<file path="src/rtl/skew_feed_pkg.sv">
// Shared state type and sizing helpers for the skew feed buffer.
package skew_feed_pkg;

  typedef enum logic [1:0] {
    IDLE   = 2'd0,
    STREAM = 2'd1,
    DONE   = 2'd2
  } state_e;

  localparam int SKEW_DIM_DEFAULT   = 8;
  localparam int SKEW_CNT_W_DEFAULT = $clog2(2*SKEW_DIM_DEFAULT-1);

  function automatic int skew_len(input int dim);
    return 2*dim - 1;
  endfunction

  function automatic int skew_cnt_w(input int dim);
    return (dim > 1) ? $clog2(2*dim - 1) : 1;
  endfunction

endpackage

</file>
<file path="src/rtl/skew_feed_buf_row.sv">
// One row of the skew buffer: LEN-deep data+valid shift register whose parallel
// load places element k at entry ROW+k. SKEW_FEED_TRANSPOSE_EN adds a single-entry poke.
module skew_row_shreg
  import skew_feed_pkg::*;
#(
  parameter int BITS = 8,
  parameter int DIM  = 8,
  parameter int ROW  = 0
) (
  input  logic                   clk,
  input  logic                   rst_n,
  input  logic                   load_i,
  input  logic                   clr_i,
  input  logic                   shift_i,
  input  logic signed [BITS-1:0] row_i [DIM],
`ifdef SKEW_FEED_TRANSPOSE_EN
  input  logic                   poke_i,
  input  logic [skew_cnt_w(DIM)-1:0] poke_idx_i,
  input  logic signed [BITS-1:0] poke_data_i,
`endif
  output logic signed [BITS-1:0] head_o,
  output logic                   head_vld_o
);

  localparam int LEN = skew_len(DIM);

  logic signed [BITS-1:0] dat_q [LEN];
  logic signed [BITS-1:0] dat_d [LEN];
  logic [LEN-1:0]         vld_q, vld_d;

  always_comb begin
    dat_d = dat_q;
    vld_d = vld_q;
    if (clr_i) begin
      for (int i = 0; i < LEN; i++) dat_d[i] = '0;
      vld_d = '0;
    end else if (load_i) begin
      for (int i = 0; i < LEN; i++) dat_d[i] = '0;
      vld_d = '0;
      for (int k = 0; k < DIM; k++) begin
        dat_d[ROW+k] = row_i[k];
        vld_d[ROW+k] = 1'b1;
      end
    end
`ifdef SKEW_FEED_TRANSPOSE_EN
    else if (poke_i) begin
      dat_d[poke_idx_i] = poke_data_i;
      vld_d[poke_idx_i] = 1'b1;
    end
`endif
    else if (shift_i) begin
      for (int i = 0; i < LEN-1; i++) dat_d[i] = dat_q[i+1];
      dat_d[LEN-1] = '0;
      vld_d        = vld_q >> 1;
    end
  end

  always_ff @(posedge clk or negedge rst_n) begin
    if (!rst_n) begin
      for (int i = 0; i < LEN; i++) dat_q[i] <= '0;
      vld_q <= '0;
    end else begin
      for (int i = 0; i < LEN; i++) dat_q[i] <= dat_d[i];
      vld_q <= vld_d;
    end
  end

  assign head_o     = dat_q[0];
  assign head_vld_o = vld_q[0];

endmodule

</file>
<file path="src/rtl/skew_feed_buf.sv">
// Operand skew buffer: loads a DIMxDIM tile by rows, streams row r delayed by r cycles.
// Define SKEW_FEED_TRANSPOSE_EN to add wr_col (column writes, transposed load).
//
// state  | meaning
// IDLE   | accepting row writes, waiting for start
// STREAM | shifting all rows toward the heads, LEN cycles
// DONE   | one-cycle done pulse, tile discarded
module skew_feed_buf
  import skew_feed_pkg::*;
#(
  parameter int BITS = 8,
  parameter int DIM  = 8
) (
  input  logic                    clk,
  input  logic                    rst_n,
  input  logic                    wr_en,
  input  logic [$clog2(DIM)-1:0]  wr_row,
`ifdef SKEW_FEED_TRANSPOSE_EN
  input  logic                    wr_col,
`endif
  input  logic signed [BITS-1:0]  din [DIM],
  input  logic                    start,
  output logic                    busy,
  output logic                    done,
  output logic signed [BITS-1:0]  dout [DIM],
  output logic [DIM-1:0]          dout_vld,
  output logic                    wr_drop
);

  localparam int LEN = skew_len(DIM);
  localparam int CW  = skew_cnt_w(DIM);

  state_e         state_q, state_d;
  logic [CW-1:0]  cnt_q, cnt_d;
  logic [DIM-1:0] loaded_q, loaded_d;
  logic           wr_drop_q, wr_drop_d;
  logic           row_ok, wr_ok, col_w, shift, clr;

  logic signed [BITS-1:0] head [DIM];
  logic [DIM-1:0]         head_vld;

`ifdef SKEW_FEED_TRANSPOSE_EN
  assign col_w = wr_col;
`else
  assign col_w = 1'b0;
`endif

  // Non-power-of-two DIM leaves row codes that do not exist; those writes drop.
  assign row_ok = int'(wr_row) < DIM;
  assign wr_ok  = wr_en && row_ok && (state_q == IDLE);

  always_comb begin
    state_d   = state_q;
    cnt_d     = cnt_q;
    loaded_d  = loaded_q;
    wr_drop_d = wr_en && !wr_ok;
    busy      = 1'b0;
    done      = 1'b0;
    shift     = 1'b0;
    clr       = 1'b0;
    case (state_q)
      IDLE: begin
        if (wr_ok) begin
          if (col_w) loaded_d = '1;
          else       loaded_d[wr_row] = 1'b1;
        end
        if (start) begin
          state_d = STREAM;
          cnt_d   = '0;
        end
      end
      STREAM: begin
        busy  = 1'b1;
        shift = 1'b1;
        cnt_d = cnt_q + CW'(1);
        if (cnt_q == CW'(LEN-1)) state_d = DONE;
      end
      DONE: begin
        done     = 1'b1;
        clr      = 1'b1;
        loaded_d = '0;
        state_d  = IDLE;
      end
      default: state_d = IDLE;
    endcase
  end

  always_ff @(posedge clk or negedge rst_n) begin
    if (!rst_n) begin
      state_q   <= IDLE;
      cnt_q     <= '0;
      loaded_q  <= '0;
      wr_drop_q <= 1'b0;
    end else begin
      state_q   <= state_d;
      cnt_q     <= cnt_d;
      loaded_q  <= loaded_d;
      wr_drop_q <= wr_drop_d;
    end
  end

  assign wr_drop = wr_drop_q;

  for (genvar g = 0; g < DIM; g++) begin : g_row
    skew_row_shreg #(.BITS(BITS), .DIM(DIM), .ROW(g)) u_row (
      .clk        (clk),
      .rst_n      (rst_n),
      .load_i     (wr_ok && !col_w && (int'(wr_row) == g)),
      .clr_i      (clr),
      .shift_i    (shift),
      .row_i      (din),
`ifdef SKEW_FEED_TRANSPOSE_EN
      .poke_i     (wr_ok && col_w),
      .poke_idx_i (CW'(g) + CW'(wr_row)),
      .poke_data_i(din[g]),
`endif
      .head_o     (head[g]),
      .head_vld_o (head_vld[g])
    );

    assign dout[g]     = busy ? head[g] : '0;
    assign dout_vld[g] = busy && head_vld[g];
  end

endmodule

</file>
<file path="config.mk">
export PLATFORM = sky130hd
export DESIGN_NAME = skew_feed_buf
export DESIGN_NICKNAME = d
export VERILOG_FILES = /design/src/rtl/skew_feed_pkg.sv /design/src/rtl/skew_feed_buf_row.sv /design/src/rtl/skew_feed_buf.sv
export SDC_FILE = /design/constraint.sdc
export NUM_CORES = 1
export LEC_CHECK = 0
export CORE_ASPECT_RATIO = 1.2
export CORE_MARGIN = 4
export CORE_UTILIZATION = 65
export DETAILED_ROUTE_END_ITERATION = 16
export PLACE_DENSITY_LB_ADDON = 0.08
export SETUP_SLACK_MARGIN = 0.15
export SLEW_MARGIN = 0
export SYNTH_ARGS = -nofsm -noshare
export SYNTH_HDL_FRONTEND = slang
export SYNTH_HIERARCHICAL = 1
export SYNTH_SLANG_ARGS = --single-unit
</file>
<file path="constraint.sdc">
create_clock -name clk -period 4.46 [get_ports clk]
set_clock_uncertainty 0.05 [all_clocks]
set_input_delay 0.446 -clock clk [delete_from_list [all_inputs] [get_ports clk]]
set_output_delay 0.446 -clock clk [all_outputs]
set_load 0.01 [all_outputs]
</file>
# Word level (Yosys, flattened, before mapping)
# Cells that the tools add are included.
# word_totals
in_bits,71
out_inout_bits,75
elab_cells,239
ff_bits,1087
# op_classes
n_eq_ne,12
n_reduce_logical,32
muxes,63
addsub,1
# op_table
op,count
two-way mux 120 bit,24
two-way mux 15 bit,24
two-way mux 8 bit,8
nonzero test 3 bit,8
logical AND 1 bit,18
== test 3 bit (second input constant),4
one-hot mux 4 bit (2 select lines),1
== test 3 x 2 -> 1 bit (second input constant),2
adder 4 x 1 -> 4 bit (second input constant),1
== test 4 bit (second input constant),1
two-way mux 2 bit,2
two-way mux 4 bit,1
inequality test 2 bit (second input constant),2
one-hot mux 2 bit (2 select lines),1
AND reduction 2 bit,2
== test 3 x 1 -> 1 bit (second input constant),1
logical NOT 3 bit,1
== test 2 x 1 -> 1 bit (second input constant),1
== test 2 bit (second input constant),1
logical NOT 2 bit,1
two-way mux 1 bit,2
nonzero test 2 bit,1
logical NOT 1 bit,1

# Longest topological paths before layout
# Gate-level depths: netlist (run 1).
# logic_depth
depth_word,5
depth_mapped,8
mapped_depth_nobuf,5

# By module
# The synthesis (run 1) kept the hierarchy.
# by_module_without_submodules
module,seq_area_each_um2,area_each_um2,cells_each,n_inst
skew_row_shreg at g_row[7].u_row,3378.2,6219.7,523,1
skew_row_shreg at g_row[6].u_row,3153.0,5851.9,494,1
skew_row_shreg at g_row[5].u_row,2927.8,5481.5,465,1
skew_row_shreg at g_row[4].u_row,2702.6,5113.7,436,1
skew_row_shreg at g_row[3].u_row,2477.4,4745.8,407,1
skew_row_shreg at g_row[2].u_row,2252.2,4365.4,378,1
skew_row_shreg at g_row[1].u_row,2026.9,4001.3,349,1
skew_row_shreg at g_row[0].u_row,1801.7,3641.0,319,1
skew_feed_buf,175.2,924.6,122,1

# Worst setup path after synthesis (run 1)
# OpenSTA, ideal clock, no wires.
# synth_path
path_kind,register to register
startpoint,reg state_q[0]
endpoint,reg g_row[4].u_row/dat_q[85] (netlist name)
path_slack_ns,2.684
path_stages_with_launch,8
arrival_ns,1.585
setup_ns,0.142
required_ns,4.268
synth_period_minus_slack_ns,1.776
n_path_buf,2
path_cell_list,dfrtp_1 > nor2_1 > nand3_1 > nor3_1 > buf_6 > clkbuf_1 > nor2b_1 > a211oi_1
# synth_via
elab_chain_cells,5
elab_cells_between_ends,10
cone_classes,eq/ne (2); mux (4); reduce/logical (4)
# synth_rtl
item,line,rtl
"start, declared",skew_feed_buf.sv:33,"state_e state_q, state_d;"
"start signal, assigned",skew_feed_buf.sv:95,state_q <= state_d;
logical NOT 2 bit,--,
logical AND 1 bit,skew_feed_buf.sv:50,assign wr_ok = wr_en && row_ok && (state_q == IDLE);
logical AND 1 bit,skew_feed_buf.sv:108,".load_i (wr_ok && !col_w && (int'(wr_row) == g)),"
two-way mux 120 bit,skew_feed_buf_row.sv:37,end else if (load_i) begin
two-way mux 120 bit,skew_feed_buf_row.sv:34,if (clr_i) begin
"end, declared",skew_feed_buf_row.sv:27,logic signed [BITS-1:0] dat_q [LEN];
# Several ways; a longest one is shown, not always the timed one.
# A chain may end at the register's enable or synchronous reset.

==> results of run 1 <==
==> placed cells by master, fill, tap and decap left out, types with 2 or more instances in the layout <==
master | Yosys | layout
nand2b_1 | 10 | 10
nand3_1 | 4 | 4
buf_12 | 0 | 19
clkbuf_8 | 0 | 24
dfrtp_1 | 835 | 835
clkbuf_16 | 0 | 83
nand2_1 | 68 | 68
mux2i_1 | 756 | 756
o21ai_0 | 2 | 2
nor2_1 | 261 | 255
diode_2 | 0 | 4
clkdlybuf4s50_1 | 0 | 144
bufinv_16 | 0 | 4
a211oi_1 | 448 | 448
and2_1 | 72 | 72
nor2_4 | 0 | 6
or3b_2 | 9 | 9
clkinv_2 | 0 | 12
or2_2 | 1 | 2
nor2b_1 | 450 | 449
inv_2 | 8 | 8
ha_1 | 2 | 2
or2_1 | 6 | 5
or3b_1 | 55 | 55
clkbuf_1 | 154 | 15
clkinv_8 | 0 | 4
a21oi_1 | 128 | 128
nor3_2 | 0 | 2
buf_4 | 94 | 39
==> state kept, by name, indices dropped and copies added, names as in the netlist <==
name and cells:
g_row.u_row/head_o 64, state_q 2, g_row.u_row/vld_q 92, g_row.u_row/dat_q 672
wr_drop 1, cnt_q 4
==> worst min path at each step <==
stage                                              start                                   end  slack (ps)  cells past startpoint
floorplan                                          rst_n                  cnt_q[0]$_DFFE_PN0P_         100                      0
global placement    g_row[5].u_row/head_o[6]$_DFFE_PN0P_  g_row[5].u_row/head_o[6]$_DFFE_PN0P_         440                      2
detailed placement   g_row[7].u_row/vld_q[0]$_DFFE_PN0P_   g_row[7].u_row/vld_q[0]$_DFFE_PN0P_         450                      2
CTS                                                wr_en                     wr_drop$_DFF_PN0_         370                      2
global route                                       wr_en                     wr_drop$_DFF_PN0_         420                      2
finish                                             wr_en                     wr_drop$_DFF_PN0_         410                      2
==> kinds of logic after synthesis <==
kind of cell / Yosys count / share of synthesized area
compound gates: 582 / 0.1003
fa+ha+maj: 2 / 0.0006202
flops: 835 / 0.5179
buf+inv: 377 / 0.06395
mux: 757 / 0.1878
simple gates: 940 / 0.1294
==> worst register-to-register path, cell delays in order (launching register included) <==
cell and delay [ps]:
dfrtp_1 490, nor2_1 290, nand3_1 360, nor2_4 190
buf_4 520, inv_2 660, a211oi_1 450
==> repair_timing <==
| action | 4_1_cts | 5_1_grt |
|---|---|---|
| hold buffers | 1 | 0 |
| buffers inserted | 0 | 0 |
| hold endpoints to repair | 88 | 0 |
| endpoints found under the setup margin | 0 | 0 |
| resized for setup | 0 | 0 |
==> where the power goes <==
part           leakage [uW]  switching [uW]  internal, uW
clock               0.00135            2940          4050
sequential           0.0115            1270          9470
combinational        0.0110            4300          3910
==> routing by layer <==
metal	vias up	GRT usage	wire (um)
li1	12100	-	-
met3	197	0.05486	7136
met2	891	0.4861	48110
met4	0	0.1125	3743
met5	-	0	0
met1	13820	0.4264	42100
==> stage by stage <==
step	total power, uW	utilization	instance area [um^2]
after detailed placement	19020	0.6706	41030
after global routing	27200	0.7151	43760
after floorplan	17560	-	40340
after CTS	26080	0.7151	43760
after global placement	18690	0.6706	41030
final	25950	0.7153	43770
==> area by class of cell <==
| type | instances | share of cell area |
|---|---|---|
| Sequential cell | 835 | 0.4774 |
| Multi-Input combinational cell | 2281 | 0.3869 |
| Clock buffer | 122 | 0.05629 |
| Timing Repair Buffer | 204 | 0.04888 |
| Tap cell | 808 | 0.02310 |
| Clock inverter | 21 | 0.005803 |
| Inverter | 10 | 0.001458 |
| Antenna cell | 4 | 0.0002287 |
==> out/qor.csv, run 1 <==
stage,metric,value,unit
yosys,avgSynthCellArea,11.55,um^2
floorplanning,initial_core_util,0.6593,
sta,fin_setup_tns,0,ps
global_route,grt_max_degree,166,
placement,place_ws,1306,ps
route,wl_per_cell,23.59,um
setup_path,cp_slowest_cell,dfrtp_1,
clock_tree,htree_levels,3,
power_and_ir_drop,p_per_area,592.9,mW/mm^2
yosys,ys_top_cells_by_area,"dfrtp_1 (52%), mux2i_1 (19%), a211oi_1 (8.3%)",
yosys,synth_largest_area_cell,dfrtp_1,
power_and_ir_drop,leakagePower,0.02385,uW
worst_hold_path,hold_path.class,in -> reg,
clock_tree,clk_latency,640,ps
route,wl,101100,um
yosys,ys_async_sr_fraction,1.000,
sta,fin_crit_sh,0.7874,
global_route,track_usage,0.3049,
yosys,netlist_instances,3493,
setup_path,crit_path_max_fanout,165,
final_layout,seqCellArea,0.02090,mm^2
floorplanning,dieHeight,280.9,um
placement,gp_congestion,0.8472,
clock_tree,cts_tree,yes,
sta,worst_hold_slack,407.1,ps
final_layout,final_layout_size_suffix_gt1_frac,0.06277,
floorplanning,die_w,235.4,um
placement,io_buffers,145,
power_and_ir_drop,vdd_drop_max,669.1,uV
yosys,ys.flop_type,dfrtp_1,
setup_path,startpoint_type,register,
yosys,synth.distinct_cells,32,
sta,worst_pin_slew,1324,ps
yosys,synth_top_area_frac,0.5179,
yosys,yosys.cell_count.top_type,dfrtp_1,
clock_tree,clockBufferDepth,3,
setup_path,max_stage_delay,540,ps
setup_path,timing.rr.end,g_row[7].u_row/dat_q[9]$_DFFE_PN0P_,
placement,dp_hpwl,59550,um
sta,slew_headroom,0.1173,
setup_path,worstPathRequired,3960,ps
sta,grt_setup_unrepaired,false,
setup_path,cp-endpoint,dout[44],
yosys,yosysWarnings,6,
clock_tree,path_clk_slew,60,ps
sta,hold_viol,0,
route,vias,27010,
route,dr.pass1.iters,5,
setup_path,rr_startpoint,state_q[0]$_DFFE_PN0P_,
setup_path,path_buf_inv,3,
setup_path,cp_cell_sequence,"nand2b_4, clkinv_16, buf_4, and2_1, clkdlybuf4s50_1",
setup_path,cp.arrival,3020,ps
run_status,status,finished clean,
clock_tree,clock-sinks,835,
yosys,synth_edf_count,0,
clock_tree,tritoncts.num_buffers,81,
route,viasPerCell,6.303,
final_layout,fin_cells,4285,
sta,slew_viol_final,0,
setup_path,r2r_cells,6,
global_route,antenna_found_initial,2,
final_layout,fill_cells,4402,
final_layout,multi_input_area,0.01693,mm^2
yosys,ys_seq_elements,835,
run,max_cap_violations,0,
global_route,grt_pass1_vias,27400,
setup_path,reg2reg_slack,1350,ps
route,ant_nets,0,
yosys,synth_nets,3566,
sta,fmax,284.8,MHz
setup_path,critPathTopFamily,buffers and inverters,
floorplanning,die_area,0.06614,mm^2
global_route,overflow,0,
floorplanning,rows,99,
placement,place_inst,4137,
clock_tree,cts-root-buf,clkbuf_16,
final_layout,fin_nets,3486,
sta,worst_slack,948.4,ps
sta,period_needed,3512,ps
route,drt-initial-drc-count,2460,
yosys,yosys-top-cells-count,"dfrtp_1 (835), mux2i_1 (756), nor2b_1 (450)",
yosys,ys_seq_area_frac,0.5179,
yosys,synth_area,0.04034,mm^2
setup_path,critical_path_class,reg -> out,
floorplanning,io_pins,146,
floorplanning,core_area,0.06119,mm^2
final_layout,areaGrowthSynthToFinish,8.488,%
global_route,grt_pass1_wl,160500,um
route,drc,0,
sta,setup_viol,0,
setup_path,cp.depth,5,
setup_path,cp-startpoint,state_q[0]$_DFFE_PN0P_,
setup_path,endpoint_kind,output pin,
Power figures use the tool's default switching activity.
==> inputs of run 2 (changes only) <==
- CORE_UTILIZATION: 65 -> 56
- clock period: 4.46 -> 3 ns (I/O delays scaled with it)
==> out/qor.csv, run 2 (same netlist as run 1, synthesis figures left out) <==
stage,metric,value,unit
final_layout,fin_nets,3552,
floorplanning,io_pins,146,
sta,fmax,363.5,MHz
setup_path,startpoint_type,register,
final_layout,largest_register_ffs,672,
route,vias,26820,
final_layout,fill_cells,5621,
setup_path,rr_startpoint,state_q[0]$_DFFE_PN0P_,
worst_hold_path,min_to,wr_drop$_DFF_PN0_,
final_layout,final_common_cell,dfrtp_1,
floorplanning,die_w,253.0,um
route,viasPerCell,6.012,
route,drt-initial-drc-count,2490,
route,drc,0,
power_and_ir_drop,p_per_area,877.1,mW/mm^2
clock_tree,tritoncts.num_buffers,84,
clock_tree,clk_latency,630,ps
worst_hold_path,hold_path.class,in -> reg,
floorplanning,die_area,0.07642,mm^2
worst_hold_path,holdPathStages,2,
setup_path,endpoint_kind,output pin,
clock_tree,clock-sinks,835,
setup_path,crit_path_max_fanout,19,
sta,period_needed,2751,ps
run_status,status,finished clean,
route,ant_nets,0,
sta,fin_setup_tns,0,ps
final_layout,utilization,0.6282,
placement,place_area,0.04191,mm^2
sta,slew_headroom,0.3389,
placement,place_ws,280.1,ps
route,wl,104600,um
sta,worst_pin_slew,988.5,ps
setup_path,critical_path_class,reg -> out,
global_route,track_usage,0.2741,
final_layout,final_layout_size_suffix_gt1_frac,0.07836,
power_and_ir_drop,leakagePower,0.02425,uW
sta,setup_viol,0,
clock_tree,clockBufferDepth,3,
global_route,grt_pass1_vias,27240,
setup_path,timing.rr.end,g_row[0].u_row/dat_q[96]$_DFFE_PN0P_,
power_and_ir_drop,vdd_drop_max,535.6,uV
clock_tree,htree_levels,3,
setup_path,reg2reg_slack,340,ps
global_route,grt_pass1_wl,165000,um
floorplanning,core_area,0.07122,mm^2
clock_tree,path_clk_slew,60,ps
worst_hold_path,hp-start,wr_en,
global_route,overflow,0,
floorplanning,initial_core_util,0.5665,
route,dr.pass1.iters,5,
placement,dp_hpwl,63640,um
sta,hold_viol,0,
placement,gp_congestion,0.8141,
run,max_cap_violations,0,
global_route,grt_max_degree,124,
sta,fin_crit_sh,0.9170,
clock_tree,cts-root-buf,clkbuf_16,
final_layout,design_area,0.04474,mm^2
global_route,antenna_found_initial,1,
placement,io_buffers,145,
setup_path,r2r_cells,7,
final_layout,largest_register,g_row.u_row/dat_q,
route,wl_per_cell,23.44,um
floorplanning,rows,107,
sta,slew_viol_final,0,
clock_tree,cts_tree,yes,
final_layout,mostFrequentLayoutCells,"dfrtp_1 (834), mux2i_1 (756), nor2b_1 (449)",
sta,grt_setup_unrepaired,true,
setup_path,worstPathRequired,2650,ps
final_layout,areaGrowthSynthToFinish,10.90,%
setup_path,cp.arrival,2400,ps
floorplanning,dieHeight,302.0,um
sta,worst_slack,249.1,ps
-- run 2: per-stage QoR --
| stage | power, uW | std cells | hold slack (ps) |
|---|---|---|---|
| detailed placement | 28600 | 4312 | 325.6 |
| finish | 39240 | 4462 | 246.0 |
| floorplan | 26110 | 3493 | -45.59 |
| global placement | 28190 | 4312 | 320.3 |
| global route | 41160 | 4461 | 254.1 |
| CTS | 39420 | 4460 | 209.6 |
-- run 2: final cells by class --
class / instances / area (um^2) / area share
Clock buffer: 126 / 2536 / 0.05668
Sequential cell: 835 / 20900 / 0.4670
Inverter: 10 / 63.81 / 0.001426
Multi-Input combinational cell: 2281 / 16930 / 0.3784
Timing Repair inverter: 2 / 32.53 / 0.0007270
Clock inverter: 16 / 198.9 / 0.004446
Tap cell: 926 / 1159 / 0.02589
Antenna cell: 1 / 2.502 / 0.00005593
Timing Repair Buffer: 265 / 2923 / 0.06532
-- run 2: routing by layer --
metal	up-vias	routed length, um	global-route usage
met2	677	50050	0.4422
met4	0	3161	0.08473
met3	154	6104	0.05065
li1	12240	-	-
met5	-	0	0
met1	13750	45260	0.3819
-- run 2: power breakdown --
part / switching [uW] / internal (uW)
clock: 4380 / 6160
sequential: 1940 / 14100
combinational: 6570 / 6110
-- run 2: worst max path at each step --
stage / end / startpoint / slack, ps / depth (start not counted)
finish: dout[60] / state_q[1]$_DFFE_PN0P_ / 250 / 5
global route: dout[24] / state_q[1]$_DFFE_PN0P_ / 150 / 5
CTS: dout[47] / state_q[1]$_DFFE_PN0P_ / 180 / 5
detailed placement: g_row[0].u_row/dat_q[96]$_DFFE_PN0P_ / wr_en / 280 / 7
global placement: g_row[0].u_row/dat_q[89]$_DFFE_PN0P_ / wr_en / 370 / 7
floorplan: g_row[4].u_row/dat_q[85]$_DFFE_PN0P_ / state_q[0]$_DFFE_PN0P_ / 1220 / 7
-- run 2: worst max-delay path, cell delays in order (launching register included) --
cell and delay, ps:
dfrtp_1 430, nand2b_4 230, clkinv_16 150, buf_12 210, and2_1 170, clkdlybuf4s50_1 540
-- run 2: what timing repair did --
action                                 in CTS  in global routing
cloned                                      2                  1
setup endpoints to repair                  53                  6
setup buffers                               3                  0
hold buffers                                1                  0
resized for setup                           1                  1
endpoints found under the hold margin      43                  0
